File: src/rtl/regfile_wr_arbiter_pkg.sv
// Shared types and constants for the register-file write arbiter.
// The zero-fill sequencer is built only when REGFILE_WR_ARBITER_CLEAR_EN is defined.
package regfile_wr_arbiter_pkg;

  localparam int unsigned RF_DEPTH = 8;
  localparam int unsigned RF_AW    = 3;
  localparam int unsigned RF_DW    = 16;

  typedef enum logic {
    StIdle  = 1'b0,
    StClear = 1'b1
  } arbState_e;

  // Index width for an n-entry one-hot vector, never zero.
  function automatic int unsigned idxWidth(int unsigned n);
    return (n > 1) ? $clog2(n) : 1;
  endfunction

endpackage

File: src/rtl/regfile_wr_arbiter_if.sv
// Requester/register-file bus of the write arbiter, including the zero-fill controls
// (functional only with REGFILE_WR_ARBITER_CLEAR_EN).
interface regfile_wr_arbiter_if
  import regfile_wr_arbiter_pkg::*;
#(
  parameter int unsigned NREQ = 4,
  parameter int unsigned AW   = RF_AW,
  parameter int unsigned DW   = RF_DW
);
  localparam int unsigned IW = idxWidth(NREQ);

  logic [NREQ-1:0]    req_valid;
  logic [NREQ*AW-1:0] req_addr;
  logic [NREQ*DW-1:0] req_data;
  logic [NREQ-1:0]    req_ready;
  logic               clear_start;
  logic               clear_busy;
  logic               clear_done;
  logic               rf_write;
  logic [AW-1:0]      rf_wr_addr;
  logic [DW-1:0]      rf_wr_data;
  logic [IW-1:0]      grant_id;

  modport master (
    output req_valid, req_addr, req_data, clear_start,
    input  req_ready, clear_busy, clear_done, rf_write, rf_wr_addr, rf_wr_data, grant_id
  );

  modport slave (
    input  req_valid, req_addr, req_data, clear_start,
    output req_ready, clear_busy, clear_done, rf_write, rf_wr_addr, rf_wr_data, grant_id
  );

endinterface

File: src/rtl/regfile_wr_arbiter_rr_arbiter.sv
// Combinational round-robin grant: searches from lastGrant+1 (mod NREQ) for the first
// active request.
module rr_arbiter
  import regfile_wr_arbiter_pkg::*;
#(
  parameter int unsigned NREQ = 4,
  localparam int unsigned IW  = idxWidth(NREQ)
) (
  input  logic [NREQ-1:0] req,
  input  logic [IW-1:0]   lastGrant,
  output logic [NREQ-1:0] grant,
  output logic [IW-1:0]   grantIdx,
  output logic            anyGrant
);

  logic [IW-1:0] idx;

  always_comb begin
    grant    = '0;
    grantIdx = '0;
    anyGrant = 1'b0;
    idx      = '0;
    for (int unsigned off = 1; off <= NREQ; off++) begin
      idx = IW'((32'(lastGrant) + off) % NREQ);
      if (!anyGrant && req[idx]) begin
        anyGrant    = 1'b1;
        grant[idx]  = 1'b1;
        grantIdx    = idx;
      end
    end
  end

endmodule

File: src/rtl/regfile_wr_arbiter.sv
// Round-robin write arbiter in front of a register file, with an optional zero-fill
// sequencer enabled by REGFILE_WR_ARBITER_CLEAR_EN.
module regfile_wr_arbiter
  import regfile_wr_arbiter_pkg::*;
#(
  parameter int unsigned NREQ = 4,
  parameter int unsigned AW   = RF_AW,
  parameter int unsigned DW   = RF_DW
) (
  input logic                   clk,
  input logic                   reset,
  regfile_wr_arbiter_if.slave   bus
);

  localparam int unsigned IW = idxWidth(NREQ);

  logic [IW-1:0]   lastGrant;
  logic [IW-1:0]   grantIdx;
  logic [NREQ-1:0] grant;
  logic            anyGrant;
  logic            idle;
  logic            clearReq;
  logic            readyEn;
  logic            handshake;
  int unsigned     sel;

  logic            rfWrite;
  logic [AW-1:0]   rfWrAddr;
  logic [DW-1:0]   rfWrData;
  logic [IW-1:0]   grantIdQ;

  rr_arbiter #(
    .NREQ(NREQ)
  ) uArb (
    .req      (bus.req_valid),
    .lastGrant(lastGrant),
    .grant    (grant),
    .grantIdx (grantIdx),
    .anyGrant (anyGrant)
  );

`ifdef REGFILE_WR_ARBITER_CLEAR_EN
  arbState_e state;
  logic      clearBusy;
  logic      clearDone;

  assign idle           = (state == StIdle);
  assign clearReq       = idle & bus.clear_start;
  assign bus.clear_busy = clearBusy;
  assign bus.clear_done = clearDone;
`else
  logic unusedClearStart;

  assign unusedClearStart = bus.clear_start;
  assign idle             = 1'b1;
  assign clearReq         = 1'b0;
  assign bus.clear_busy   = 1'b0;
  assign bus.clear_done   = 1'b0;
`endif

  // A clear request pre-empts arbitration in the cycle it arrives.
  assign readyEn       = idle & ~clearReq & ~reset;
  assign bus.req_ready = readyEn ? grant : '0;
  assign handshake     = readyEn & anyGrant;
  assign sel           = 32'(grantIdx);

  always_ff @(posedge clk) begin
    if (reset) begin
      lastGrant <= IW'(NREQ - 1);
      rfWrite   <= 1'b0;
      rfWrAddr  <= '0;
      rfWrData  <= '0;
      grantIdQ  <= '0;
`ifdef REGFILE_WR_ARBITER_CLEAR_EN
      state     <= StIdle;
      clearBusy <= 1'b0;
      clearDone <= 1'b0;
`endif
    end else begin
`ifdef REGFILE_WR_ARBITER_CLEAR_EN
      clearDone <= 1'b0;
      if (state == StClear) begin
        // rfWrAddr doubles as the fill counter while clearing.
        if (rfWrAddr == {AW{1'b1}}) begin
          state     <= StIdle;
          rfWrite   <= 1'b0;
          clearBusy <= 1'b0;
          clearDone <= 1'b1;
        end else begin
          rfWrite  <= 1'b1;
          rfWrAddr <= rfWrAddr + AW'(1);
        end
      end else if (clearReq) begin
        state     <= StClear;
        clearBusy <= 1'b1;
        rfWrite   <= 1'b1;
        rfWrAddr  <= '0;
        rfWrData  <= '0;
        grantIdQ  <= '0;
      end else
`endif
      if (handshake) begin
        rfWrite   <= 1'b1;
        rfWrAddr  <= bus.req_addr[sel*AW +: AW];
        rfWrData  <= bus.req_data[sel*DW +: DW];
        grantIdQ  <= grantIdx;
        lastGrant <= grantIdx;
      end else begin
        rfWrite   <= 1'b0;
      end
    end
  end

  assign bus.rf_write   = rfWrite;
  assign bus.rf_wr_addr = rfWrAddr;
  assign bus.rf_wr_data = rfWrData;
  assign bus.grant_id   = grantIdQ;

endmodule

File: src/flat_wrapper.sv
// flat-port wrapper written by rule: the top's interface ports become plain ports
module regfile_wr_arbiter_flat import regfile_wr_arbiter_pkg::*;
#(
  parameter int unsigned NREQ = 4,
  parameter int unsigned AW   = RF_AW,
  parameter int unsigned DW   = RF_DW
)
  (clk, reset, bus_req_valid, bus_req_addr, bus_req_data, bus_clear_start, bus_req_ready, bus_clear_busy, bus_clear_done, bus_rf_write, bus_rf_wr_addr, bus_rf_wr_data, bus_grant_id);
  regfile_wr_arbiter_if #(.NREQ(NREQ), .AW(AW), .DW(DW)) bus_i ();
  input logic clk;
  input logic reset;
  input wire logic [$bits(bus_i.req_valid)-1:0] bus_req_valid;
  input wire logic [$bits(bus_i.req_addr)-1:0] bus_req_addr;
  input wire logic [$bits(bus_i.req_data)-1:0] bus_req_data;
  input wire logic [$bits(bus_i.clear_start)-1:0] bus_clear_start;
  output wire logic [$bits(bus_i.req_ready)-1:0] bus_req_ready;
  output wire logic [$bits(bus_i.clear_busy)-1:0] bus_clear_busy;
  output wire logic [$bits(bus_i.clear_done)-1:0] bus_clear_done;
  output wire logic [$bits(bus_i.rf_write)-1:0] bus_rf_write;
  output wire logic [$bits(bus_i.rf_wr_addr)-1:0] bus_rf_wr_addr;
  output wire logic [$bits(bus_i.rf_wr_data)-1:0] bus_rf_wr_data;
  output wire logic [$bits(bus_i.grant_id)-1:0] bus_grant_id;
  assign bus_i.req_valid = bus_req_valid;
  assign bus_i.req_addr = bus_req_addr;
  assign bus_i.req_data = bus_req_data;
  assign bus_i.clear_start = bus_clear_start;
  assign bus_req_ready = bus_i.req_ready;
  assign bus_clear_busy = bus_i.clear_busy;
  assign bus_clear_done = bus_i.clear_done;
  assign bus_rf_write = bus_i.rf_write;
  assign bus_rf_wr_addr = bus_i.rf_wr_addr;
  assign bus_rf_wr_data = bus_i.rf_wr_data;
  assign bus_grant_id = bus_i.grant_id;
  regfile_wr_arbiter #(.NREQ(NREQ), .AW(AW), .DW(DW)) u_core (.clk(clk), .reset(reset), .bus(bus_i));
endmodule
File: config.mk
export PLATFORM = sky130hd
export DESIGN_NAME = regfile_wr_arbiter_flat
export DESIGN_NICKNAME = d
export VERILOG_FILES = /design/src/rtl/regfile_wr_arbiter_pkg.sv /design/src/rtl/regfile_wr_arbiter_if.sv /design/src/rtl/regfile_wr_arbiter_rr_arbiter.sv /design/src/rtl/regfile_wr_arbiter.sv /design/src/flat_wrapper.sv
export SDC_FILE = /design/constraint.sdc
export NUM_CORES = 1
export LEC_CHECK = 0
export BUFFER_PORTS_ARGS = -buffer_cell sky130_fd_sc_hd__buf_2
export CAP_MARGIN = 10
export CORE_MARGIN = 3
export CORE_UTILIZATION = 45
export CTS_CLUSTER_DIAMETER = 120
export DETAILED_ROUTE_END_ITERATION = 10
export GPL_ROUTABILITY_DRIVEN = 0
export PLACE_DENSITY = 0.87
export SLEW_MARGIN = 15
export SYNTH_ARGS = -nofsm -noshare
export SYNTH_HDL_FRONTEND = slang
export SYNTH_SLANG_ARGS = --single-unit
File: constraint.sdc
create_clock -name clk -period 8.43 [get_ports clk]
set_input_delay 2.1075 -clock clk [delete_from_list [all_inputs] [get_ports clk]]
set_output_delay 2.1075 -clock clk [all_outputs]
set_load 0.02 [all_outputs]
; ---- Word level (Yosys, flattened, before mapping)
; Cells that the tools add are included.
[totals]
elab_cells = 65
reg_bits = 24
[op_classes]
shift = 2
addsub = 4
mul = 1
bitwise = 5
muxes = 30
n_reduce_logical = 10
magnitude_cmp = 8
[op_table]
columns = cell, n
row1 = $shiftx 64x7->16, 1
row2 = $shiftx 12x33->3, 1
row3 = $mux 4, 5
row4 = $mux 1, 13
row5 = $lt 2x3->1 const B, 4
row6 = $or 4x4->4, 3
row7 = $bmux 1 s2, 4
row8 = $demux 1 s2, 4
row9 = $ge 2x1->1 const B, 4
row10 = $mux 2, 4
row11 = $logic_and 1x1->1, 7
row12 = $add 2x1->2 const B, 2
row13 = $add 2x2->2 const B, 2
row14 = $mul 2x2->4 const B, 1
row15 = $logic_not 1->1, 3
row16 = $and 1x1->1, 1
row17 = $not 1->1, 1

; ---- Longest topological paths before layout
; Gate-level depths: netlist (run 1).
[logic_depth]
depth_word = 15
ltp_mapped = 13

; ---- Cells and area by module
; From an unflattened synthesis (run 1), not the netlist that was laid out.
[unflattened]
hier_cells = 200
area_unflattened_um2 = 2000.7
[modules_own_cells]
columns = module, area_per_inst_um2, cells_per_inst, instances, seq_area_each_um2
row1 = regfile_wr_arbiter, 1475.2, 132, 1, 480.5
row2 = rr_arbiter, 525.5, 68, 1, 0.0

; ---- Least setup slack after synthesis (run 1)
; No wires, ideal clock.
[synth_timing]
path_kind = input to output
startpoint = in bus_req_valid[2]
endpoint = out bus_req_ready[0]
cell_stages = 7
setup_slack_ns = 2.526
arrival_time_ns = 3.796
required_time_ns = 6.323
path_cell_list = clkbuf_1 or3b_2 a211oi_1 a21oi_1 o21ai_0 a221oi_1 nor2_1
[synth_between]
elab_chain_cells = 13
word_cells_on_any_way = 25
classes_between = mux (16) / bitwise (3) / reduce/logical (6)
[synth_rtl]
columns = element, line_no
row1 = start: declaration, flat_wrapper.sv:12  ; input wire logic [$bits(bus_i.req_valid)-1:0] bus_req_valid;
row2 = $bmux 1 s2, regfile_wr_arbiter_rr_arbiter.sv:25  ; if (!anyGrant && req[idx]) begin
row3 = $mux 1 (implied by the code), regfile_wr_arbiter_rr_arbiter.sv:25
row4 = $mux 1, regfile_wr_arbiter_rr_arbiter.sv:25
row5 = $logic_not 1->1, regfile_wr_arbiter_rr_arbiter.sv:25
row6 = $logic_and 1x1->1, regfile_wr_arbiter_rr_arbiter.sv:25
row7 = $mux 1, regfile_wr_arbiter_rr_arbiter.sv:25
row8 = $logic_not 1->1, regfile_wr_arbiter_rr_arbiter.sv:25
row9 = $logic_and 1x1->1, regfile_wr_arbiter_rr_arbiter.sv:25
row10 = $mux 1, regfile_wr_arbiter_rr_arbiter.sv:25
row11 = $logic_not 1->1, regfile_wr_arbiter_rr_arbiter.sv:25
row12 = $logic_and 1x1->1, regfile_wr_arbiter_rr_arbiter.sv:25
row13 = $mux 4 (*), regfile_wr_arbiter_rr_arbiter.sv:25
row14 = $mux 4 (*), regfile_wr_arbiter.sv:63  ; assign bus.req_ready = readyEn ? grant : '0;
row15 = end: declaration, flat_wrapper.sv:16  ; output wire logic [$bits(bus_i.req_ready)-1:0] bus_req_ready;
; Mark *: on every way between the ends. The rest lies on a longest branch, timed or not. The select of a mux whose other input is x is not followed.

; ---- Final worst setup path (run 1)
[layout_timing]
startpoint = in bus_req_valid[2]
endpoint = out bus_req_ready[3]
; The elaborated chain is that of the path after synthesis.

==> results.toml, run 1 <==
[synth]
synth_top_cell_by_area = "dfxtp_1"
ys_seq_area_share_pct = 22.1
async_reset_ff_share_pct = 0
yosys_warnings = 0
synth_commonest_cells = "nor2_1, dfxtp_1, nor3_1"
syn-mean-instance-area_sq_um = 7.67
ys_ff_latch = 24
synth_ff_type = "dfxtp_1"
yosys.cell_types.count = 45
synth_area_sq_mm = 0.00217
yosysMostFrequentCell = "nor2_1"
syn_inst = 283
netlist_top_cells_area = "dfxtp_1, a311oi_1, nor2_1, and3_1, or3_1"
synth.top_cell.area_share_pct = 22.1
synth-edff-count = 0

[floorplan]
std_cell_rows = 24
coreArea_sq_mm = 0.00450
die_h_microns = 75.5
die_x_microns = 75.5
die-area_sq_mm = 0.00569
initial_core_util_pct = 48.2
io_pins = 111

[sta]
fin_crit_ns = 5.91
drv_slew = 0
fmax_mhz = 169
relSlewSlack_pct = 27.8
rsz0062_at_grt = "false"
worstMarginPinSlew_ns = 1.08
fin_crit_sh_pct = 70.1
hold_ws_ns = 0.484
finalHoldViolations = 0
finClkSkew_ns = 0.00516
tns_ns = 0
setup_viol = 0

[clock_network]
post_cts_buffers = 0
cts_root_buffer = "clkbuf_8"
cts_buffer_depth = 2
clk_pin_slew_ns = 0.09
holdBufCountCts = 0
cts_buffers = 3
cts_resized = 0
cts_tree = "built"
htree_levels = 1
clk_latency_ns = 0.26
cts_sinks = 24

[pwr]
swShare_pct = 48.4
p_total_mw = 0.932
power-per-cell-area_mw_per_mm2 = 351
power.internal_mw = 0.481
power_frac_clock_pct = 10.7
switching_power_mw = 0.451
p_leak_nw = 1.27
ir_drop_mv = 0.119
seqPwrFrac_pct = 21.1
combPwrFrac_pct = 68.2

[detailed_routing]
ant_nets = 0
drt_iter0_drc = 120
vias = 2389
first_pass_iters = 4
vias_per_cell = 5.77
post_drt_wl_per_cell_microns = 13.9
wl_mm = 5.75
drc_errors = 0

[final_layout]
fillCellCount = 404
final_core_util_pct = 59.0
nets = 454
area_growth_pct = 22.4
drive_gt1_share_pct = 34.3
multi_input_area_sq_mm = 0.00148
antennaDiodeCount = 0
regArea_sq_um = 480

[critical_path]
critPathLaunchType = "primary input"
regToRegEndpoint = "u_core.bus.rf_wr_addr[2]$_SDFFE_PP0P_"
cp-end-kind = "output port"
required_ns = 6.32
rr_startpoint = "u_core.lastGrant[0]$_SDFFE_PP1P_"
ff2ff_path_depth = 8
crit_type = "in2out"
reg2reg_slack_ns = 4.57
crit_fanout = 12
cp_data_arrival_time_ns = 3.80

[run_status]
status = "complete, no violations"

[placement]
dp_hpwl_mm = 4.12
io_buffers = 107

[grt]
grt_first_pass_wirelength_mm = 8.91
grt_pass1_vias = 1989
overflow = 0
grt_usage_pct = 19.5
grt_antenna_before_repair = 0
grt_max_degree = 56

[flow_run]
drv_cap = 0

[hold_path]
hold_path_depth = 2
hold_end = "u_core.bus.grant_id[0]$_SDFFE_PP0P_"
hp-class = "reg2reg"
hold_start = "u_core.bus.grant_id[0]$_SDFFE_PP0P_"
-- state kept, by name, indices dropped and copies added, names as in the netlist --
signal / count
u_core.bus.rf_wr_data: 16
u_core.bus.rf_write: 1
u_core.lastGrant: 2
u_core.bus.grant_id: 2
u_core.bus.rf_wr_addr: 3
-- placed cells by master (no fill, tap or decap), types with 3 or more instances in the layout --
| cell | synthesis | final |
|---|---|---|
| a21boi_0 | 13 | 13 |
| a21boi_1 | 5 | 5 |
| a21oi_1 | 20 | 20 |
| a221oi_1 | 5 | 5 |
| a22oi_1 | 4 | 4 |
| a311oi_1 | 18 | 18 |
| and3_1 | 18 | 18 |
| buf_2 | 5 | 107 |
| clkbuf_8 | 0 | 3 |
| dfxtp_1 | 24 | 24 |
| ha_1 | 8 | 8 |
| inv_1 | 3 | 3 |
| mux2i_1 | 4 | 4 |
| mux4_2 | 4 | 4 |
| nand2_1 | 3 | 3 |
| nor2_1 | 33 | 33 |
| nor2b_1 | 3 | 3 |
| nor3_1 | 21 | 21 |
| o21ai_1 | 20 | 20 |
| or3_1 | 18 | 18 |
-- layout make-up --
| cell class | instances | area share, % |
|---|---|---|
| clock inverters | 1 | 1.13 |
| flip-flops and latches | 24 | 18.1 |
| well taps | 52 | 2.45 |
| inverters | 3 | 0.424 |
| clock buffers | 3 | 1.55 |
| multi-input cells | 222 | 55.6 |
| repair buffers | 109 | 20.7 |
-- critical path, stage by stage --
cell and delay (ns):
buf_2 0.19, or3b_2 0.46, a211oi_1 0.25, a21oi_1 0.06, o21ai_0 0.32, a221oi_1 0.15
nor2_1 0.09, buf_2 0.17
-- logic make-up (layout without fill, tap and decap cells) --
group                      Yosys count  in the layout  share of synthesized area, %
muxes                                9              9                          6.51
other                                1              2                         0.173
buffers and inverters               38            116                          9.97
adders and majority gates            8              8                          4.61
DFF                                 24             24                          22.1
AOI/OAI and AO/OA                   97             97                          30.7
and+or+nand+nor                    106            106                          25.9
-- stage by stage --
stage          instance area [sq um]  setup WS (ns)  instances
2_1_floorplan                   2170           2.53        284
3_3_place_gp                    2580           2.55        410
3_5_place_dp                    2580           2.52        410
4_1_cts                         2660           2.50        414
5_1_grt                         2660           2.34        414
6_report                        2660           2.52        414
-- worst max-delay path by stage --
| stage | start | to | slack [ns] | cells past startpoint |
|---|---|---|---|---|
| finish | bus_req_valid[2] | bus_req_ready[3] | 2.52 | 8 |
| global route | bus_req_valid[2] | bus_req_ready[3] | 2.34 | 8 |
| CTS | bus_req_valid[2] | bus_req_ready[3] | 2.50 | 8 |
| detailed placement | bus_req_valid[2] | bus_req_ready[3] | 2.52 | 8 |
| global placement | bus_req_valid[2] | bus_req_ready[0] | 2.55 | 8 |
| floorplan | bus_req_valid[2] | bus_req_ready[0] | 2.53 | 7 |
-- power groups by stage --
| stage | Combinational [mW] | Sequential [mW] | Clock, mW |
|---|---|---|---|
| after floorplan | 0.497 | 0.236 | 0 |
| after global placement | 0.625 | 0.197 | 0 |
| after detailed placement | 0.635 | 0.198 | 0 |
| after CTS | 0.636 | 0.196 | 0.101 |
| after global routing | 0.706 | 0.204 | 0.106 |
| final | 0.636 | 0.196 | 0.100 |
-- metal layers --
metal | track usage [%] | vias to the layer above | share of wire (%)
met5 | 0 | - | 0
met4 | 4.66 | 0 | 0.80
met3 | 2.11 | 6 | 6.3
met2 | 35.2 | 96 | 50
met1 | 24.8 | 1070 | 42
li1 | - | 1217 | -
Power figures use the tool's default switching activity.
==> run 2, diff against run 1 <==
- ABC_AREA: not set -> 1
- PLACE_DENSITY: 0.87 -> 0.88
- clock period: 8.43 -> 5.7 ns (I/O delays scaled with it)
==> run 2 against run 1 <==
  * Hold slack got worse by 0.033 ns
  * Sequential share of layout area rose by 0.28 points
  * Wire length rose by 1.1%
  * Core utilization rose by 0.30 points
  * Cell count rose by 15%
  * Critical endpoint is now bus_req_ready[2]
  * Largest cell class unchanged
  * Largest power group unchanged
==> results.toml, run 2 <==
[run_status]
status = "complete, no violations"

[detailed_routing]
drt_iter0_drc = 145
vias_per_cell = 5.09
vias = 2434
drc_errors = 0
wl_mm = 5.81
first_pass_iters = 4
ant_nets = 0
post_drt_wl_per_cell_microns = 12.2

[critical_path]
crit_start = "bus_req_valid[2]"
worst-path-stages = 13
slowest_stage = "o21ai_0"
crit_chain = "buf_2 -> inv_1 -> nand2_1 -> nand3_2 -> nand2_4 -> inv_4 -> nand2_2 -> nor2_1 -> nand3_1 -> o21ai_0 -> nand2_1 -> inv_1 -> buf_2"
crit_type = "in2out"
required_ns = 4.28
critPathBufInv = 5
ff2ff_path_depth = 13
cp_data_arrival_time_ns = 2.75
crit_fanout = 6
cpPeakStageDelay_ns = 0.18
cp-end-kind = "output port"
path_delay_family = "simple AND/OR/NAND/NOR gates"
rr_startpoint = "u_core.lastGrant[0]$_SDFFE_PP1P_"
critPathLaunchType = "primary input"

[clock_network]
htree_levels = 1
clk_latency_ns = 0.26
cts_resized = 0
holdBufCountCts = 0
cts_root_buffer = "clkbuf_8"
cts_buffers = 3
clk_pin_slew_ns = 0.08
post_cts_buffers = 0
cts_sinks = 24
cts_tree = "built"
cts_buffer_depth = 2

[sta]
fin_crit_ns = 4.18
relSlewSlack_pct = 41.1
fmax_mhz = 239
fin_crit_sh_pct = 73.3
rsz0062_at_grt = "false"
tns_ns = 0
worstMarginPinSlew_ns = 0.883
finClkSkew_ns = 0.00126
setup_viol = 0
finalHoldViolations = 0
drv_slew = 0

[placement]
io_buffers = 107
place_inst = 475
dp_hpwl_mm = 4.28

[grt]
grtUsageMet2_pct = 35.1
grt_antenna_before_repair = 0
overflow = 0
grt_use_met3_pct = 2.43
grt_first_pass_wirelength_mm = 8.68
grt_busiest_layer = "met2"
grt_pass1_vias = 2025
grt_usage_pct = 19.5
met1_usage_pct = 23.8
grt_max_degree = 45

[final_layout]
regArea_sq_um = 480
final_cells = 478
multi_input_area_sq_mm = 0.00133
final_common_cell = "buf_2"
drive_gt1_share_pct = 33.8
area_growth_pct = 25.0
antennaDiodeCount = 0
largest_reg_flops = 16
layout_common_cells = "buf_2, nand2_1, nand3_1, inv_1, dfxtp_1"
nets = 519
fillCellCount = 424

[hold_path]
hold_start = "u_core.bus.rf_wr_data[12]$_SDFFE_PP0P_"
hp-class = "reg2reg"
hold_path_depth = 2

[pwr]
power-per-cell-area_mw_per_mm2 = 691
ir_drop_mv = 0.371
p_leak_nw = 1.54
p_total_mw = 1.81

[floorplan]
coreArea_sq_mm = 0.00441
die_h_microns = 74.2
io_pins = 111
std_cell_rows = 24
die-area_sq_mm = 0.00551
die_x_microns = 74.2
initial_core_util_pct = 47.4

[synth]
synth_ff_type = "dfxtp_1"
syn-mean-instance-area_sq_um = 6.29
ys_ff_latch = 24
synth.top_cell.area_share_pct = 23.0
ys_seq_area_share_pct = 23.0
syn_inst = 333
synth-edff-count = 0
synth_area_sq_mm = 0.00209
synth_top_cell_by_area = "dfxtp_1"
synth_commonest_cells = "nand2_1, nand3_1, inv_1"
yosys.cell_types.count = 31
async_reset_ff_share_pct = 0
yosys_warnings = 0
yosysMostFrequentCell = "nand2_1"
netlist_top_cells_area = "dfxtp_1, nand3_1, nand2_1, inv_1, nand3_2"

[flow_run]
drv_cap = 0
## run 2: cell type report
type                            instances  share of cell area, %
Inverter                               41                   6.31
Tap cell                               52                   2.49
Multi-Input combinational cell        251                   50.8
Clock buffer                            3                   1.58
Sequential cell                        24                   18.4
Timing Repair Buffer                  107                   20.5
## run 2: logic make-up after synthesis
family,share of synthesized area [%]
AND/OR/NAND/NOR,52.6
buffers and inverters,13.9
other,0.179
AO/OA/AOI/OAI,5.62
adder cells (fa/ha/maj),4.78
flip-flops,23.0
## run 2: worst register-to-register path, stage by stage, from the launching register on
cell and delay [ns]:
dfxtp_1 0.70, inv_4 0.14, ha_1 0.40, inv_1 0.11, nand3_1 0.09, nand2_2 0.12, inv_2 0.09, a21oi_4 0.17
inv_2 0.06, nand2_4 0.29, nand2_4 0.33, or2_1 0.34, nand3_1 0.06, nand3_1 0.08
## run 2: power by group
| group | internal, mW | total, mW | switching (mW) | leakage [nW] |
|---|---|---|---|---|
| logic | 0.453 | 1.41 | 0.958 | 1.32 |
| clock network | 0.0473 | 0.102 | 0.0549 | 0.0216 |
| registers | 0.245 | 0.293 | 0.0476 | 0.200 |
| total | 0.746 | 1.81 | 1.06 | 1.54 |
## run 2: metrics by stage
stage	instance area, sq um	hold slack [ns]	util, %	setup slack [ns]
2_1_floorplan	2100	0.531	-	1.86
3_3_place_gp	2570	0.431	58.3	1.54
3_5_place_dp	2570	0.435	58.3	1.51
4_1_cts	2620	0.453	59.3	1.51
5_1_grt	2620	0.462	59.3	1.28
6_report	2620	0.451	59.3	1.52
## run 2: final timing paths
kind	slack, ns	end
min reg2reg	0.45	u_core.bus.rf_wr_data[12]$_SDFFE_PP0P_
min	0.45	u_core.bus.rf_wr_data[12]$_SDFFE_PP0P_
max reg2reg	2.60	u_core.bus.rf_wr_data[9]$_SDFFE_PP0P_
max	1.52	bus_req_ready[2]
## run 2: metal layers
layer | vias up | share of wire, %
li1 | 1260 | -
met4 | 0 | 2.3
met1 | 1079 | 42
met2 | 83 | 49
met5 | - | 0
met3 | 12 | 6.1
